$ cat src/rtl/serial_pkg.sv
// serial_pkg
// Shared types and constants for the CPU serial transmit path.
//   tx_state_t       : transmit FSM state encoding
//   UART_IDLE_LEVEL  : line level for idle and stop bits
//   UART_START_LEVEL : line level for the start bit
//   WORD_W / BYTE_W  : CPU word width and UART byte width
//   even_parity()    : parity bit that makes the count of ones even
package serial_pkg;

  localparam int WORD_W = 16;
  localparam int BYTE_W = 8;

  localparam logic UART_IDLE_LEVEL  = 1'b1;
  localparam logic UART_START_LEVEL = 1'b0;

  typedef enum logic [2:0] {
    ST_IDLE,
    ST_START,
    ST_DATA,
    ST_PARITY,
    ST_STOP
  } tx_state_t;

  function automatic logic even_parity(input logic [BYTE_W-1:0] b);
    return ^b;
  endfunction

endpackage

$ cat src/rtl/serial_tx_fifo.sv
// serial_tx_fifo
// Synchronous word FIFO that buffers CPU writes ahead of the UART serializer.
// pop_data always shows the oldest word (first-word fall-through), so the
// consumer may load it on the same edge it pops.
// Ports:
//   Clock, Reset : system clock, asynchronous active-low reset
//   push         : write one word (ignored while full)
//   push_data    : word to write
//   pop          : remove the oldest word (ignored while empty)
//   pop_data     : oldest word
//   count        : number of stored words, 0..FIFO_DEPTH
//   full         : registered, high when count == FIFO_DEPTH
//   empty        : high when count == 0
module serial_tx_fifo
  import serial_pkg::*;
#(
  parameter int FIFO_DEPTH = 4,
  localparam int PTR_W = $clog2(FIFO_DEPTH),
  localparam int CNT_W = PTR_W + 1
) (
  input  logic              Clock,
  input  logic              Reset,
  input  logic              push,
  input  logic [WORD_W-1:0] push_data,
  input  logic              pop,
  output logic [WORD_W-1:0] pop_data,
  output logic [CNT_W-1:0]  count,
  output logic              full,
  output logic              empty
);

  logic [WORD_W-1:0] mem [FIFO_DEPTH];
  logic [PTR_W-1:0]  wr_ptr;
  logic [PTR_W-1:0]  rd_ptr;
  logic [CNT_W-1:0]  cnt_next;
  logic              do_push;
  logic              do_pop;

  assign do_push  = push & ~full;
  assign do_pop   = pop & ~empty;
  assign empty    = (count == '0);
  assign pop_data = mem[rd_ptr];

  always_comb begin
    cnt_next = count;
    case ({do_push, do_pop})
      2'b10:   cnt_next = count + 1'b1;
      2'b01:   cnt_next = count - 1'b1;
      default: cnt_next = count;
    endcase
  end

  // Pointers wrap naturally because the depth is a power of two.
  always_ff @(posedge Clock or negedge Reset) begin
    if (!Reset) begin
      wr_ptr <= '0;
      rd_ptr <= '0;
      count  <= '0;
      full   <= 1'b0;
    end else begin
      if (do_push) wr_ptr <= wr_ptr + 1'b1;
      if (do_pop)  rd_ptr <= rd_ptr + 1'b1;
      count <= cnt_next;
      full  <= (cnt_next == CNT_W'(FIFO_DEPTH));
    end
  end

  always_ff @(posedge Clock) begin
    if (do_push) mem[wr_ptr] <= push_data;
  end

endmodule

$ cat src/rtl/serial_word_tx.sv
// serial_word_tx
// Transmit end of the CPU serial port. 16-bit words written by the CPU are
// queued in serial_tx_fifo and sent on one UART line as two frames, low byte
// first, with no gap between bytes or between back-to-back words.
// Build option: define SERIAL_TX_PARITY_EN to append an even-parity bit to
// every frame (8E1); otherwise frames are 8N1.
// Ports:
//   Clock       : system clock
//   Reset       : asynchronous active-low reset
//   SerialWrite : write strobe, one word per high cycle
//   SerialData  : word sampled with SerialWrite
//   Tx          : registered UART line, idle high
//   Busy        : registered, FIFO non-empty or frame in progress
//   Full        : registered, FIFO holds FIFO_DEPTH words
//   Overflow    : sticky, a write was dropped because the FIFO was full
module serial_word_tx
  import serial_pkg::*;
#(
  parameter int CLKS_PER_BIT = 434,
  parameter int FIFO_DEPTH   = 4
) (
  input  logic              Clock,
  input  logic              Reset,
  input  logic              SerialWrite,
  input  logic [WORD_W-1:0] SerialData,
  output logic              Tx,
  output logic              Busy,
  output logic              Full,
  output logic              Overflow
);

  localparam int TMR_W = $clog2(CLKS_PER_BIT);
  localparam int CNT_W = $clog2(FIFO_DEPTH) + 1;

  tx_state_t         state;
  logic [TMR_W-1:0]  bit_tmr;
  logic [2:0]        bit_idx;
  logic              hi_sel;
  logic [WORD_W-1:0] hold_word;
  logic [BYTE_W-1:0] cur_byte;
  logic              bit_end;
  logic              push;
  logic              pop;
  logic [WORD_W-1:0] fifo_data;
  logic [CNT_W-1:0]  fifo_count;
  logic              fifo_empty;

  // A write seen while Full is high is dropped even if a pop frees a slot
  // on the same edge.
  assign push     = SerialWrite & ~Full;
  assign bit_end  = (bit_tmr == TMR_W'(CLKS_PER_BIT - 1));
  assign cur_byte = hi_sel ? hold_word[WORD_W-1:BYTE_W] : hold_word[BYTE_W-1:0];

  // Words are fetched from IDLE, or at the end of a high byte's stop bit so
  // the next word starts without an idle gap.
  assign pop = ((state == ST_IDLE) && (fifo_count != '0)) ||
               ((state == ST_STOP) && bit_end && hi_sel && !fifo_empty);

  serial_tx_fifo #(
    .FIFO_DEPTH (FIFO_DEPTH)
  ) u_fifo (
    .Clock     (Clock),
    .Reset     (Reset),
    .push      (push),
    .push_data (SerialData),
    .pop       (pop),
    .pop_data  (fifo_data),
    .count     (fifo_count),
    .full      (Full),
    .empty     (fifo_empty)
  );

  always_ff @(posedge Clock) begin
    if (pop) hold_word <= fifo_data;
  end

  // Tx is registered from the current state, so the line trails the state
  // register by one cycle while every bit still lasts CLKS_PER_BIT cycles.
  always_ff @(posedge Clock or negedge Reset) begin
    if (!Reset) begin
      state    <= ST_IDLE;
      bit_tmr  <= '0;
      bit_idx  <= '0;
      hi_sel   <= 1'b0;
      Tx       <= UART_IDLE_LEVEL;
      Busy     <= 1'b0;
      Overflow <= 1'b0;
    end else begin
      if (SerialWrite && Full) Overflow <= 1'b1;

      case (state)
        ST_START:  Tx <= UART_START_LEVEL;
        ST_DATA:   Tx <= cur_byte[bit_idx];
`ifdef SERIAL_TX_PARITY_EN
        ST_PARITY: Tx <= even_parity(cur_byte);
`endif
        default:   Tx <= UART_IDLE_LEVEL;
      endcase

      if (state == ST_IDLE || bit_end) bit_tmr <= '0;
      else                             bit_tmr <= bit_tmr + 1'b1;

      Busy <= 1'b1;
      case (state)
        ST_IDLE: begin
          if (pop) begin
            hi_sel <= 1'b0;
            state  <= ST_START;
          end else begin
            Busy <= push;
          end
        end
        ST_START: begin
          bit_idx <= '0;
          if (bit_end) state <= ST_DATA;
        end
        ST_DATA: begin
          if (bit_end) begin
            bit_idx <= bit_idx + 1'b1;
`ifdef SERIAL_TX_PARITY_EN
            if (bit_idx == 3'd7) state <= ST_PARITY;
`else
            if (bit_idx == 3'd7) state <= ST_STOP;
`endif
          end
        end
`ifdef SERIAL_TX_PARITY_EN
        ST_PARITY: begin
          if (bit_end) state <= ST_STOP;
        end
`endif
        ST_STOP: begin
          if (bit_end) begin
            if (!hi_sel) begin
              hi_sel <= 1'b1;
              state  <= ST_START;
            end else if (pop) begin
              hi_sel <= 1'b0;
              state  <= ST_START;
            end else begin
              state <= ST_IDLE;
              Busy  <= push;
            end
          end
        end
        default: begin
          state <= ST_IDLE;
          Busy  <= push;
        end
      endcase
    end
  end

endmodule

$ cat config.mk
export PLATFORM = sky130hd
export DESIGN_NAME = serial_word_tx
export DESIGN_NICKNAME = d
export VERILOG_FILES = /design/src/rtl/serial_pkg.sv /design/src/rtl/serial_tx_fifo.sv /design/src/rtl/serial_word_tx.sv
export SDC_FILE = /design/constraint.sdc
export NUM_CORES = 1
export LEC_CHECK = 0
export CORE_ASPECT_RATIO = 1.2
export CORE_MARGIN = 2
export CORE_UTILIZATION = 40
export CTS_BUF_LIST = sky130_fd_sc_hd__clkbuf_4 sky130_fd_sc_hd__clkbuf_8 sky130_fd_sc_hd__clkbuf_16
export DETAILED_ROUTE_END_ITERATION = 10
export PLACE_DENSITY = 0.65
export SLEW_MARGIN = 15
export SYNTH_ARGS = -nofsm -noshare
export SYNTH_HDL_FRONTEND = slang
export SYNTH_SLANG_ARGS = --single-unit
$ cat constraint.sdc
create_clock -name Clock -period 5.1 [get_ports Clock]
set_input_delay 0.51 -clock Clock [delete_from_list [all_inputs] [get_ports Clock]]
set_output_delay 0.51 -clock Clock [all_outputs]
set_load 0.05 [all_outputs]
Word-level counts from Yosys, hierarchy flattened

Memories as Yosys holds them, arrays and structs flattened. A register that Yosys moved wholly into a read port is not among the register bits.
Cells that the tools add are included.
W data, S select, Z words.

Word-level logic and storage cells: 81
Bits in writable memories: 64
Output and inout bits: 4
Memories kept: 1
Bits of input ports: 19
Bits in registers: 27

Memories:

| memory     | depth | bits a word | read ports | clocked after Yosys merged registers in | write ports | RTL line             | RTL |
|---|---|---|---|---|---|---|---|
| u_fifo.mem | 4     | 16          | 1          | 1                                       | 1           | serial_tx_fifo.sv:32 | `logic [WORD_W-1:0] mem [FIFO_DEPTH];` |

Bitwise gates (word level): 5
$add $sub $neg: 6
Reductions and logical operators: 17
$lt $le $gt $ge: 1
Mux-type cells: 27
Equal/unequal tests: 13

Operators by type and width:

| cell                  | count |
|---|---|
| $mux W3               | 6 |
| $mux W1               | 12 |
| $pmux W3 S2           | 2 |
| $pmux W3 S4           | 1 |
| $add A9 B1 Y9 const B | 1 |
| $eq A3 B3 Y1 const B  | 3 |
| $eq A9 B9 Y1 const B  | 1 |
| $mux W9               | 1 |
| $mux W8               | 1 |
| $ne A2 B2 Y1 const B  | 4 |
| $add A3 B1 Y3 const B | 2 |
| $logic_not A3 Y1      | 2 |
| $logic_and A1 B1 Y1   | 5 |
| $reduce_and A5 Y1     | 1 |
| $add A2 B1 Y2 const B | 2 |
| $lt A3 B4 Y1 const B  | 1 |
| $pmux W1 S2           | 2 |
| $reduce_bool A2 Y1    | 2 |
| $and A1 B1 Y1         | 3 |
| $bmux W1 S3           | 1 |
| $eq A3 B1 Y1 const B  | 1 |
| $eq A3 B2 Y1 const B  | 1 |
| $pmux W1 S3           | 1 |
| $reduce_and A3 Y1     | 1 |
| 10 further kinds      | 12 |

Longest topological paths before layout

Gate-level depths: netlist of run 1.

Depth in word-level cells: 9
Depth in mapped cells: 13
Mapped depth without buffers: 12

Modules after synthesis

Synthesis of run 1 repeated with hierarchy kept, for this count alone.

Cells, all modules: 254
Area total of the unflattened synthesis: 4454.3 um^2

Modules (own cells, without submodules):

| module         | instances | cells each | sequential area each (um^2) | area each (um^2) |
|---|---|---|---|---|
| serial_tx_fifo | 1         | 125        | 2122.0                      | 2796.4 |
| serial_word_tx | 1         | 129        | 957.2                       | 1657.8 |

Worst setup path before layout of run 1

Ideal clock, no wire load.

Kind: reg2reg
Start: reg bit_tmr[1]
End: reg u_fifo.full
Period minus slack after synthesis: 2576 ps
Library setup time: 88 ps
Setup slack: 2524 ps
Cell stages (with the launch flop): 14
Data arrival time: 2488 ps
Required time: 5012 ps
Path buffers: 1
Cells stage by stage: dfrtp_1 -> inv_1 -> ha_1 -> and4b_1 -> clkbuf_1 -> a31oi_1 -> nor2_1 -> ha_1 -> inv_1 -> fa_1 -> xor2_1 -> nor2_1 -> xor2_1 -> nor3b_1

Cells in the longest elaborated chain, start to end: 9
Elaborated cells between the ends (all ways): 10
Classes of those cells: eq/ne: 4; mux: 1; bitwise: 1; reduce/logical: 4

RTL lines:

| what                                                | RTL line              | RTL |
|---|---|---|
| from (decl)                                         | serial_word_tx.sv:36  | `logic [TMR_W-1:0] bit_tmr;` |
| from (signal assigned)                              | serial_word_tx.sv:101 | `else bit_tmr <= bit_tmr + 1'b1;` |
| $eq A9 B9 Y1 *                                      | serial_word_tx.sv:51  | `assign bit_end = (bit_tmr == TMR_W'(CLKS_PER_BIT - 1));` |
| $logic_and A1 B1 Y1 * (3 in series)                 | serial_word_tx.sv:57  | `((state == ST_STOP) && bit_end && hi_sel && !fifo_empty);` |
| $logic_or A1 B1 Y1 *                                | serial_word_tx.sv:56  | `assign pop = ((state == ST_IDLE) && (fifo_count != '0)) \|\|` |
| $and A1 B1 Y1 *                                     | serial_tx_fifo.sv:40  | `assign do_pop = pop & ~empty;` |
| $eq A2 B1 Y1 / $eq A2 B2 Y1 (equally long branches) | serial_tx_fifo.sv:46  | `case ({do_push, do_pop})` |
| $pmux W3 S2 *                                       | serial_tx_fifo.sv:46  |  |
| via u_fifo.cnt_next[2]                              | serial_tx_fifo.sv:35  | `logic [CNT_W-1:0] cnt_next;` |
| $eq A3 B3 Y1 *                                      | serial_tx_fifo.sv:64  | `full <= (cnt_next == CNT_W'(FIFO_DEPTH));` |
| to (signal assigned)                                | serial_tx_fifo.sv:64  |  |
| to (decl)                                           | serial_tx_fifo.sv:28  | `output logic full,` |

The timed path passes the listed nets; every way through them passes the cells marked *.
A chain may end at the register's enable or synchronous reset.

Final worst setup path of run 1

Start: reg bit_tmr[2]
End: reg u_fifo.full

Same word-level chain as after synthesis.

==> qor.yml, run 1 <==
die:
  die_w_um: 99.2
  die_h_um: 118
  initial_core_util_pct: 41.2
  ios: 23
  die-area_um2: 11700
  rows: 41
  core_um2: 10600
logic_synthesis:
  yosysTopAreaCell: "edfxtp_1"
  syn_area_um2: 4350
  ys_async_sr_fraction_pct: 25.2
  synth-seq-area-share_pct: 70.7
  syn_nets: 278
  yosysTopAreaCellShare_pct: 55.2
  synthTopCellsByArea: "edfxtp_1 55%, dfrtp_1 15%, mux4_2 8.8%"
  yosysWarnings: 0
  ys_ff_latch: 107
  yosysMostFrequentCell: "edfxtp_1"
  synth_edf_count: 80
  syn_inst: 249
  synth_top_cells_by_count: "80 x edfxtp_1, 26 x dfrtp_1, 17 x mux4_2, 17 x nor2_1, 10 x inv_1"
  synth_cell_types: 41
  synth_flop_cell: "edfxtp_1"
  syn_avg_cell_area_um2: 17.5
grt:
  grt_overflow: 0
  grt_pass1_vias: 2237
  grt_antenna_before_repair: 0
  track_usage_pct: 12.8
  grt_first_pass_wirelength_um: 11500
  grt_max_degree: 28
sta:
  skew_ps: 9.92
  post-route-period-util_pct: 67.9
  fin_tns_setup_ps: 0
  report.final.slew_viol_count: 0
  fmax_ghz: 0.289
  worstMarginPinSlew_ps: 1230
  rsz0062_at_grt: "no"
  hold_viol_final: 0
  max-slew-margin-rel_pct: 16.9
  finalCriticalPeriod_ps: 3460
  setup_viol: 0
setup_path:
  crit_family: "simple AND/OR/NAND/NOR gates"
  cp-end-kind: "flip-flop"
  path_max_fanout: 9
  worstPathCellList: "nor4bb_1, a31oi_1, nor2_1, ha_1, inv_1, fa_1, xor2_1, nor2_1, xor2_1, nor3b_1"
  path_class: "reg -> reg"
  critPathBufInv: 1
  worstSetupStartpointType: "flip-flop"
  required_ps: 5360
  cpPeakStageDelay_ps: 1040
  critPathArrivalTime_ps: 3720
  critPathSlowestCell: "nor4bb_1"
power_and_ir_drop:
  total_power_uw: 2600
  p_per_area_nw_per_um2: 520
  leakage_uw: 0.00178
  peakVddDrop_uv: 231
routing:
  vias_per_cell: 5.14
  via_count: 2094
  post_drt_wl_per_cell_um: 16.5
  route.detailed.drc: 0
  ant_nets: 0
  drt_iter0_drc: 101
  firstDrtPassIters: 4
  drt-total-wl_um: 6730
placed_design:
  gp_congestion: 0.797
  portBuffers: 22
  hpwl_um: 4200
clocking:
  ctsResizeCount: 0
  clk_path_buf_depth: 2
  clkLatencyLatePin_ps: 340
  htree_levels: 3
  ctsRootBufferMaster: "clkbuf_16"
  postCtsSetupRepairBufs: 0
  cts_tree: "built"
  path_clk_slew_ps: 70
  cts_sinks: 107
  cts_buffers: 9
  hold_buffers: 0
finish:
  nets: 302
  fillers: 901
  area_growth_pct: 15.0
  insertedDiodeCount: 0
  multiInputGateArea_um2: 1180
  drive_above_1_share_pct: 13.7
  seq_area_um2: 3080
hold_path:
  holdCritPathClass: "reg -> reg"
run_status:
  status: "complete, no violations"
flow_run:
  maxCapViolCount: 0
[final timing paths]
check	depth (start not counted)	end	start	slack, ps
worst max-delay path	10	u_fifo.full	bit_tmr[2]	1640
worst min-delay path	1	Overflow	Overflow	460
worst max register to register	10	u_fifo.full	bit_tmr[2]	1640
worst min register to register	1	Overflow	Overflow	460
max in group asynchronous	2	Tx	Reset	4260
min in group asynchronous	2	bit_tmr[0]	Reset	530
[stage by stage]
step	utilization, %	setup WS (ps)	hold WS [ps]	std cells	instance area [um2]
final	47.4	1640	462	407	5010
after detailed placement	44.5	1660	452	391	4700
after CTS	47.4	1660	469	407	5010
after global routing	47.4	1350	480	407	5010
after floorplan	-	2520	214	249	4350
after global placement	44.5	1860	440	391	4700
[layer usage]
| metal | up-vias | part of all wire (%) | track usage (%) |
|---|---|---|---|
| li1 | 1004 | - | - |
| met1 | 1051 | 44 | 16.7 |
| met2 | 30 | 51 | 20.6 |
| met3 | 9 | 2.9 | 2.90 |
| met4 | 0 | 1.9 | 5.39 |
| met5 | - | 0 | 0 |
[state kept, by name, summed over array words and instances, names as in the netlist]
name and flops:
u_fifo.rd_ptr 2, Overflow 1, Tx 1, hi_sel 1, state 3, bit_idx 3, u_fifo.mem 64, Busy 1
u_fifo.wr_ptr 2, u_fifo.count 3, u_fifo.full 1, bit_tmr 9, hold_word 16
[kinds of logic (layout without fill, tap and decap cells)]
logic type	Yosys count	after routing	share of synthesized area (%)
AO/OA/AOI/OAI	22	22	3.56
XOR/XNOR	13	13	2.61
adder cells (fa/ha/maj)	10	10	3.05
buffers and inverters	22	51	2.18
flip-flops	107	107	70.7
multiplexers	24	24	11.9
AND/OR/NAND/NOR	51	51	5.95
[area by class of cell]
| type | count | share of cell area (%) |
|---|---|---|
| clock inverter | 7 | 1.62 |
| sequential | 107 | 61.5 |
| multi-input combinational | 120 | 23.6 |
| inverter | 10 | 0.750 |
| tap | 129 | 3.22 |
| timing repair buffer | 25 | 4.85 |
| clock buffer | 9 | 4.50 |
[cell usage in the layout (no fill, tap or decap), types with 3 or more instances in the layout]
cell type,count
edfxtp_1,80
dfrtp_1,26
clkdlybuf4s50_1,22
nor2_1,17
mux4_2,17
inv_1,10
nand3_1,9
ha_1,9
clkbuf_16,9
xnor2_1,7
nand2_1,6
xor2_1,6
a31oi_1,4
mux4_1,4
and2_1,4
a21o_1,3
o21ai_0,3
o2bb2ai_1,3
inv_6,3
buf_4,3
[power breakdown]
| group | internal, uW | switching (uW) | leakage (uW) |
|---|---|---|---|
| logic | 286 | 318 | 0.000563 |
| clock network | 389 | 314 | 0.000153 |
| registers | 1180 | 112 | 0.00107 |
Power figures use the tool's default switching activity.
==> run 2: changes to the inputs <==
clock period = 3.4 ns   (was 5.1 ns; I/O delays follow)
==> run 2 against run 1 <==
Non-clock buffer count rose by 2. Die area did not move. Hold slack got worse by 96 ps. Register-to-register slack got worse by 1000 ps. Critical path depth rose by 2. Largest power group unchanged. Global-route usage rose by 0.063 points. Clock power rose by 43%. Clock skew fell by 3.7 ps. Routed wire length rose by 0.16%. Cell count rose by 0.49%.
==> qor.yml, run 2 (synthesized netlist as in run 1, its figures left out) <==
setup_path:
  required_ps: 3660  # was 5360 ps
  rr_endpoint: "u_fifo.full"  # unchanged
  r2r_slack_ps: 600  # was 1640 ps
  path_class: "reg -> reg"  # unchanged
  cp-end-kind: "flip-flop"  # unchanged
  r2r-start: "bit_tmr[1]"  # was bit_tmr[2]
  rr_worst_depth: 12  # was 10
  critPathArrivalTime_ps: 3060  # was 3720 ps
  path_max_fanout: 9  # unchanged
  worstSetupStartpointType: "flip-flop"  # unchanged
routing:
  firstDrtPassIters: 4  # unchanged
  via_count: 2136  # was 2094
  route.detailed.drc: 0  # unchanged
  drt-total-wl_um: 6740  # was 6730 um
  vias_per_cell: 5.22  # was 5.14
  post_drt_wl_per_cell_um: 16.5  # about the same
  drt_iter0_drc: 107  # was 101
  ant_nets: 0  # unchanged
die:
  die_h_um: 118  # unchanged
  ios: 23  # unchanged
  die-area_um2: 11700  # unchanged
  rows: 41  # unchanged
  initial_core_util_pct: 41.2  # unchanged
  die_w_um: 99.2  # unchanged
  core_um2: 10600  # unchanged
placed_design:
  dp_slack_ps: 647  # was 1660 ps
  hpwl_um: 4220  # was 4200 um
  placed_area_um2: 4720  # was 4700 um2
  portBuffers: 22  # unchanged
  gp_congestion: 0.833  # was 0.797
sta:
  skew_ps: 6.18  # was 9.92 ps
  max-slew-margin-rel_pct: 41.1  # was 16.9%
  finalCriticalPeriod_ps: 2800  # was 3460 ps
  rsz0062_at_grt: "no"  # unchanged
  fin_tns_setup_ps: 0  # unchanged
  worst_slack_ps: 600  # was 1640 ps
  hold_viol_final: 0  # unchanged
  report.final.slew_viol_count: 0  # unchanged
  setup_viol: 0  # unchanged
  worstMarginPinSlew_ps: 883  # was 1230 ps
  post-route-period-util_pct: 82.3  # was 67.9%
  fmax_ghz: 0.357  # was 0.289 GHz
grt:
  grt_first_pass_wirelength_um: 11600  # was 11500 um
  grt_max_degree: 28  # unchanged
  track_usage_pct: 12.9  # was 12.8%
  grt_pass1_vias: 2260  # was 2237
  grt_overflow: 0  # unchanged
  grt_antenna_before_repair: 0  # unchanged
power_and_ir_drop:
  total_power_uw: 3860  # was 2600 uW
  p_per_area_nw_per_um2: 770  # was 520 nW/um2
  leakage_uw: 0.00178  # about the same
  peakVddDrop_uv: 437  # was 231 uV
clocking:
  cts_sinks: 107  # unchanged
  ctsRootBufferMaster: "clkbuf_16"  # unchanged
  hold_buffers: 0  # unchanged
  clk_path_buf_depth: 2  # unchanged
  cts_buffers: 9  # unchanged
  clkLatencyLatePin_ps: 340  # about the same
  htree_levels: 3  # unchanged
  path_clk_slew_ps: 70  # about the same
  ctsResizeCount: 0  # unchanged
  cts_tree: "built"  # unchanged
  postCtsSetupRepairBufs: 0  # unchanged
finish:
  final_cell_mix: "80 x edfxtp_1, 26 x dfrtp_1, 22 x clkdlybuf4s50_1"  # unchanged
  drive_above_1_share_pct: 14.3  # was 13.7%
  fin_util_pct: 47.4  # about the same
  nets: 304  # was 302
  stdcell_area_um2: 5010  # about the same
  layout_commonest_cell: "edfxtp_1"  # unchanged
  top_regs: "u_fifo.mem x64, hold_word x16, bit_tmr x9"  # unchanged
  largest-register: "u_fifo.mem"  # unchanged
  insertedDiodeCount: 0  # unchanged
  area_growth_pct: 15.0  # about the same
  largest_reg_flops: 64  # unchanged
flow_run:
  maxCapViolCount: 0  # unchanged
run_status:
  status: "complete, no violations"  # unchanged
hold_path:
  holdCritPathClass: "in -> async"  # was reg -> reg
run 2: routing by layer:
metal | wire length, um | global-route usage [%] | vias to the layer above
met5 | 0 | 0 | -
li1 | - | - | 1009
met3 | 168 | 2.84 | 10
met1 | 3110 | 16.8 | 1089
met2 | 3320 | 20.6 | 28
met4 | 141 | 5.91 | 0
run 2: final cells by class:
class / count / area (um2)
flip-flops and latches: 107 / 3080
clock buffers: 9 / 225
well taps: 129 / 161
fillers: 898 / 5560
clock inverters: 7 / 67.6
inverters: 10 / 37.5
repair buffers: 27 / 258
multi-input cells: 120 / 1180
run 2: how the worst max path moves through the flow:
| stage | startpoint | endpoint | slack, ps | cells after the start |
|---|---|---|---|---|
| after CTS | bit_tmr[1] | u_fifo.full | 590 | 12 |
| after global routing | bit_tmr[1] | u_fifo.full | 330 | 12 |
| after global placement | bit_tmr[1] | u_fifo.full | 760 | 12 |
| after floorplan | bit_tmr[1] | u_fifo.full | 820 | 13 |
| final | bit_tmr[1] | u_fifo.full | 600 | 12 |
| after detailed placement | bit_tmr[1] | u_fifo.full | 650 | 12 |
run 2: through the flow:
step,hold slack [ps],instances
global route,400,409
finish,366,409
CTS,364,409
detailed placement,452,393
global placement,440,393
floorplan,44.4,249
run 2: critical path: stages (launching register included):
cell,delay (ps)
dfrtp_1,410
inv_1,60
ha_1,130
and4b_1,390
a31oi_1,200
nor2_1,220
ha_1,210
inv_1,60
fa_1,380
xor2_1,150
nor2_1,110
xor2_1,200
nor3b_1,200
run 2: report_power, final:
part           switching, uW  total (uW)  internal, uW
logic                    484         915           431
registers                161        1930          1770
clock network            492        1010           519
total                   1140        3860          2720
==> run 3: changes to the inputs <==
PLACE_DENSITY = 0.67   (was 0.65)
clock period = 2.28 ns   (was 3.4 ns; I/O delays follow)
==> run 3 against run 2 <==
Sequential power is 44% higher. Global-route usage is 0.49 points higher. Via count is 5.1% higher. Die area stayed put. Clock-buffer cell count is 2 higher. Critical path type unchanged.
==> qor.yml, run 3 (synthesized netlist as in run 1, its figures left out) <==
run_status:
  status: "complete, no violations"  # unchanged
finish:
  final_cell_mix: "80 x edfxtp_1, 29 x buf_4, 26 x dfrtp_1"  # was 80 x edfxtp_1, 26 x dfrtp_1, 22 x clkdlybuf4s50_1
  layout_commonest_cell: "edfxtp_1"  # unchanged
  fillers: 876  # was 898
  top_regs: "u_fifo.mem x64, hold_word x16, bit_tmr x9"  # unchanged
  largest-register: "u_fifo.mem"  # unchanged
  nets: 328  # was 304
  area_growth_pct: 19.6  # was 15.0%
  fin_util_pct: 49.3  # was 47.4%
  drive_above_1_share_pct: 23.0  # was 14.3%
  instances_no_fill: 433  # was 409
  stdcell_area_um2: 5210  # was 5010 um2
  insertedDiodeCount: 0  # unchanged
  largest_reg_flops: 64  # unchanged
grt:
  grt_pass1_vias: 2371  # was 2260
  grt_max_degree: 28  # unchanged
  met3_usage_pct: 3.19  # was 2.84%
  grt_util_met2_pct: 23.2  # was 20.6%
  top_usage_layer: "met2"  # unchanged
  track_usage_pct: 13.4  # was 12.9%
  grt_first_pass_wirelength_um: 11900  # was 11600 um
  grt_overflow: 0  # unchanged
  grt_antenna_before_repair: 0  # unchanged
  use_met1_pct: 15.9  # was 16.8%
power_and_ir_drop:
  p_per_area_nw_per_um2: 1130  # was 770 nW/um2
  p_int_uw: 4210  # was 2720 uW
  total_power_uw: 5910  # was 3860 uW
  peakVddDrop_uv: 488  # was 437 uV
  combPwrFrac_pct: 28.2  # was 23.7%
  p_switching_uw: 1700  # was 1140 uW
  power_switching_share_pct: 28.7  # was 29.5%
  seq_power_share_pct: 46.9  # was 50.1%
  pwr-share-clk_pct: 24.9  # was 26.2%
  leakage_uw: 0.00191  # was 0.00178 uW
sta:
  setup_viol: 0  # unchanged
  worstMarginPinSlew_ps: 497  # was 883 ps
  finalCriticalPeriod_ps: 2280  # was 2800 ps
  skew_ps: 6.03  # was 6.18 ps
  rsz0062_at_grt: "yes"  # was no
  report.final.slew_viol_count: 0  # unchanged
  post-route-period-util_pct: 99.9  # was 82.3%
  max-slew-margin-rel_pct: 66.8  # was 41.1%
  hold_slack_ps: 248  # was 366 ps
  fmax_ghz: 0.439  # was 0.357 GHz
  hold_viol_final: 0  # unchanged
routing:
  ant_nets: 0  # unchanged
  post_drt_wl_per_cell_um: 16.5  # about the same
  route.detailed.drc: 0  # unchanged
  vias_per_cell: 5.18  # was 5.22
  drt-total-wl_um: 7120  # was 6740 um
  drt_iter0_drc: 97  # was 107
  via_count: 2245  # was 2136
  firstDrtPassIters: 4  # unchanged
clocking:
  clkLatencyLatePin_ps: 350  # was 340 ps
  cts_sinks: 107  # unchanged
  hold_buffers: 0  # unchanged
  htree_levels: 3  # unchanged
  ctsRootBufferMaster: "clkbuf_16"  # unchanged
  clk_path_buf_depth: 2  # unchanged
  cts_buffers: 9  # unchanged
  cts_tree: "built"  # unchanged
  path_clk_slew_ps: 70  # about the same
setup_path:
  cp-end-kind: "flip-flop"  # unchanged
  rr_worst_depth: 11  # was 12
  r2r-start: "bit_tmr[2]"  # was bit_tmr[1]
  path_max_fanout: 2  # was 9
  path_class: "reg -> reg"  # unchanged
  r2r_slack_ps: 2  # was 600 ps
  required_ps: 2550  # was 3660 ps
  crit_top_cell: "xor2_1"
  cpPeakStageDelay_ps: 380  # was 410 ps
  worstSetupStartpointType: "flip-flop"  # unchanged
  worstPathCellList: "nor4bb_1, buf_4, a31oi_4, nor2_2, ha_2, inv_2, fa_2, xor2_1, nor2_1, xor2_1, nor3b_2"  # was inv_1, ha_1, and4b_1, a31oi_1, nor2_1, ha_1, inv_1, fa_1, xor2_1, nor2_1, xor2_1, nor3b_1
  critPathArrivalTime_ps: 2550  # was 3060 ps
  critPathSlowestCell: "dfrtp_1"  # unchanged
  rr_endpoint: "u_fifo.full"  # unchanged
die:
  die_h_um: 118  # unchanged
  ios: 23  # unchanged
  core_um2: 10600  # unchanged
  rows: 41  # unchanged
  initial_core_util_pct: 41.2  # unchanged
  die-area_um2: 11700  # unchanged
  die_w_um: 99.2  # unchanged
placed_design:
  gp_congestion: 0.797  # was 0.833
  placed_cells: 414  # was 393
  portBuffers: 22  # unchanged
  hpwl_um: 4640  # was 4220 um
  placed_area_um2: 4900  # was 4720 um2
flow_run:
  maxCapViolCount: 0  # unchanged
hold_path:
  holdCritPathClass: "in -> async"  # unchanged
## run 3: layer usage
layer  up-vias  wire length [um]  share of wire (%)
met3        12               180                2.5
met2        24              3770                 53
li1       1054                 -                  -
met5         -                 0                  0
met4         0               133                1.9
met1      1155              3040                 43
## run 3: power groups by stage
stage | clock (uW) | combinational (uW) | sequential [uW]
detailed placement | 0 | 1690 | 2820
CTS | 1510 | 1710 | 2780
finish | 1470 | 1660 | 2770
global route | 1580 | 1850 | 2810
floorplan | 0 | 1060 | 2870
global placement | 0 | 1650 | 2800
## run 3: cell type report
class	instances	area, um2	area share (%)
repair buffers	51	438	8.41
clock buffers	11	240	4.61
well taps	129	161	3.10
inverters	10	37.5	0.721
clock inverters	5	45.0	0.865
multi-input cells	120	1210	23.2
flip-flops and latches	107	3080	59.1
## run 3: worst max-delay path by stage
stage / from / end / cells past startpoint
floorplan: bit_tmr[1] / u_fifo.full / 13
global placement: bit_tmr[2] / u_fifo.full / 11
detailed placement: bit_tmr[2] / u_fifo.full / 11
CTS: bit_tmr[6] / u_fifo.full / 11
global route: bit_tmr[1] / u_fifo.full / 12
finish: bit_tmr[2] / u_fifo.full / 11
## run 3: repair_timing
| item | in CTS | in global routing |
|---|---|---|
| resized for setup | 1 | 0 |
| buffers inserted | 3 | 0 |
| endpoints found under the setup margin | 1 | 2 |
| pin swaps | 4 | 3 |
## run 3: stage by stage
step | TNS [ps] | setup slack [ps]
floorplan | -42.0 | -42.0
global placement | -26.6 | -26.6
detailed placement | -57.3 | -57.3
CTS | -60.3 | -60.3
global route | -186 | -186
finish | 0 | 1.84
## run 3: worst max-delay path, delay by kind of cell, from the launching register on
kind	cells	cell delay, ps
flip-flops	1	380
buffers and inverters	2	220
AO/OA/AOI/OAI	1	90
adder cells (fa/ha/maj)	2	510
XOR/XNOR	2	320
AND/OR/NAND/NOR	4	700
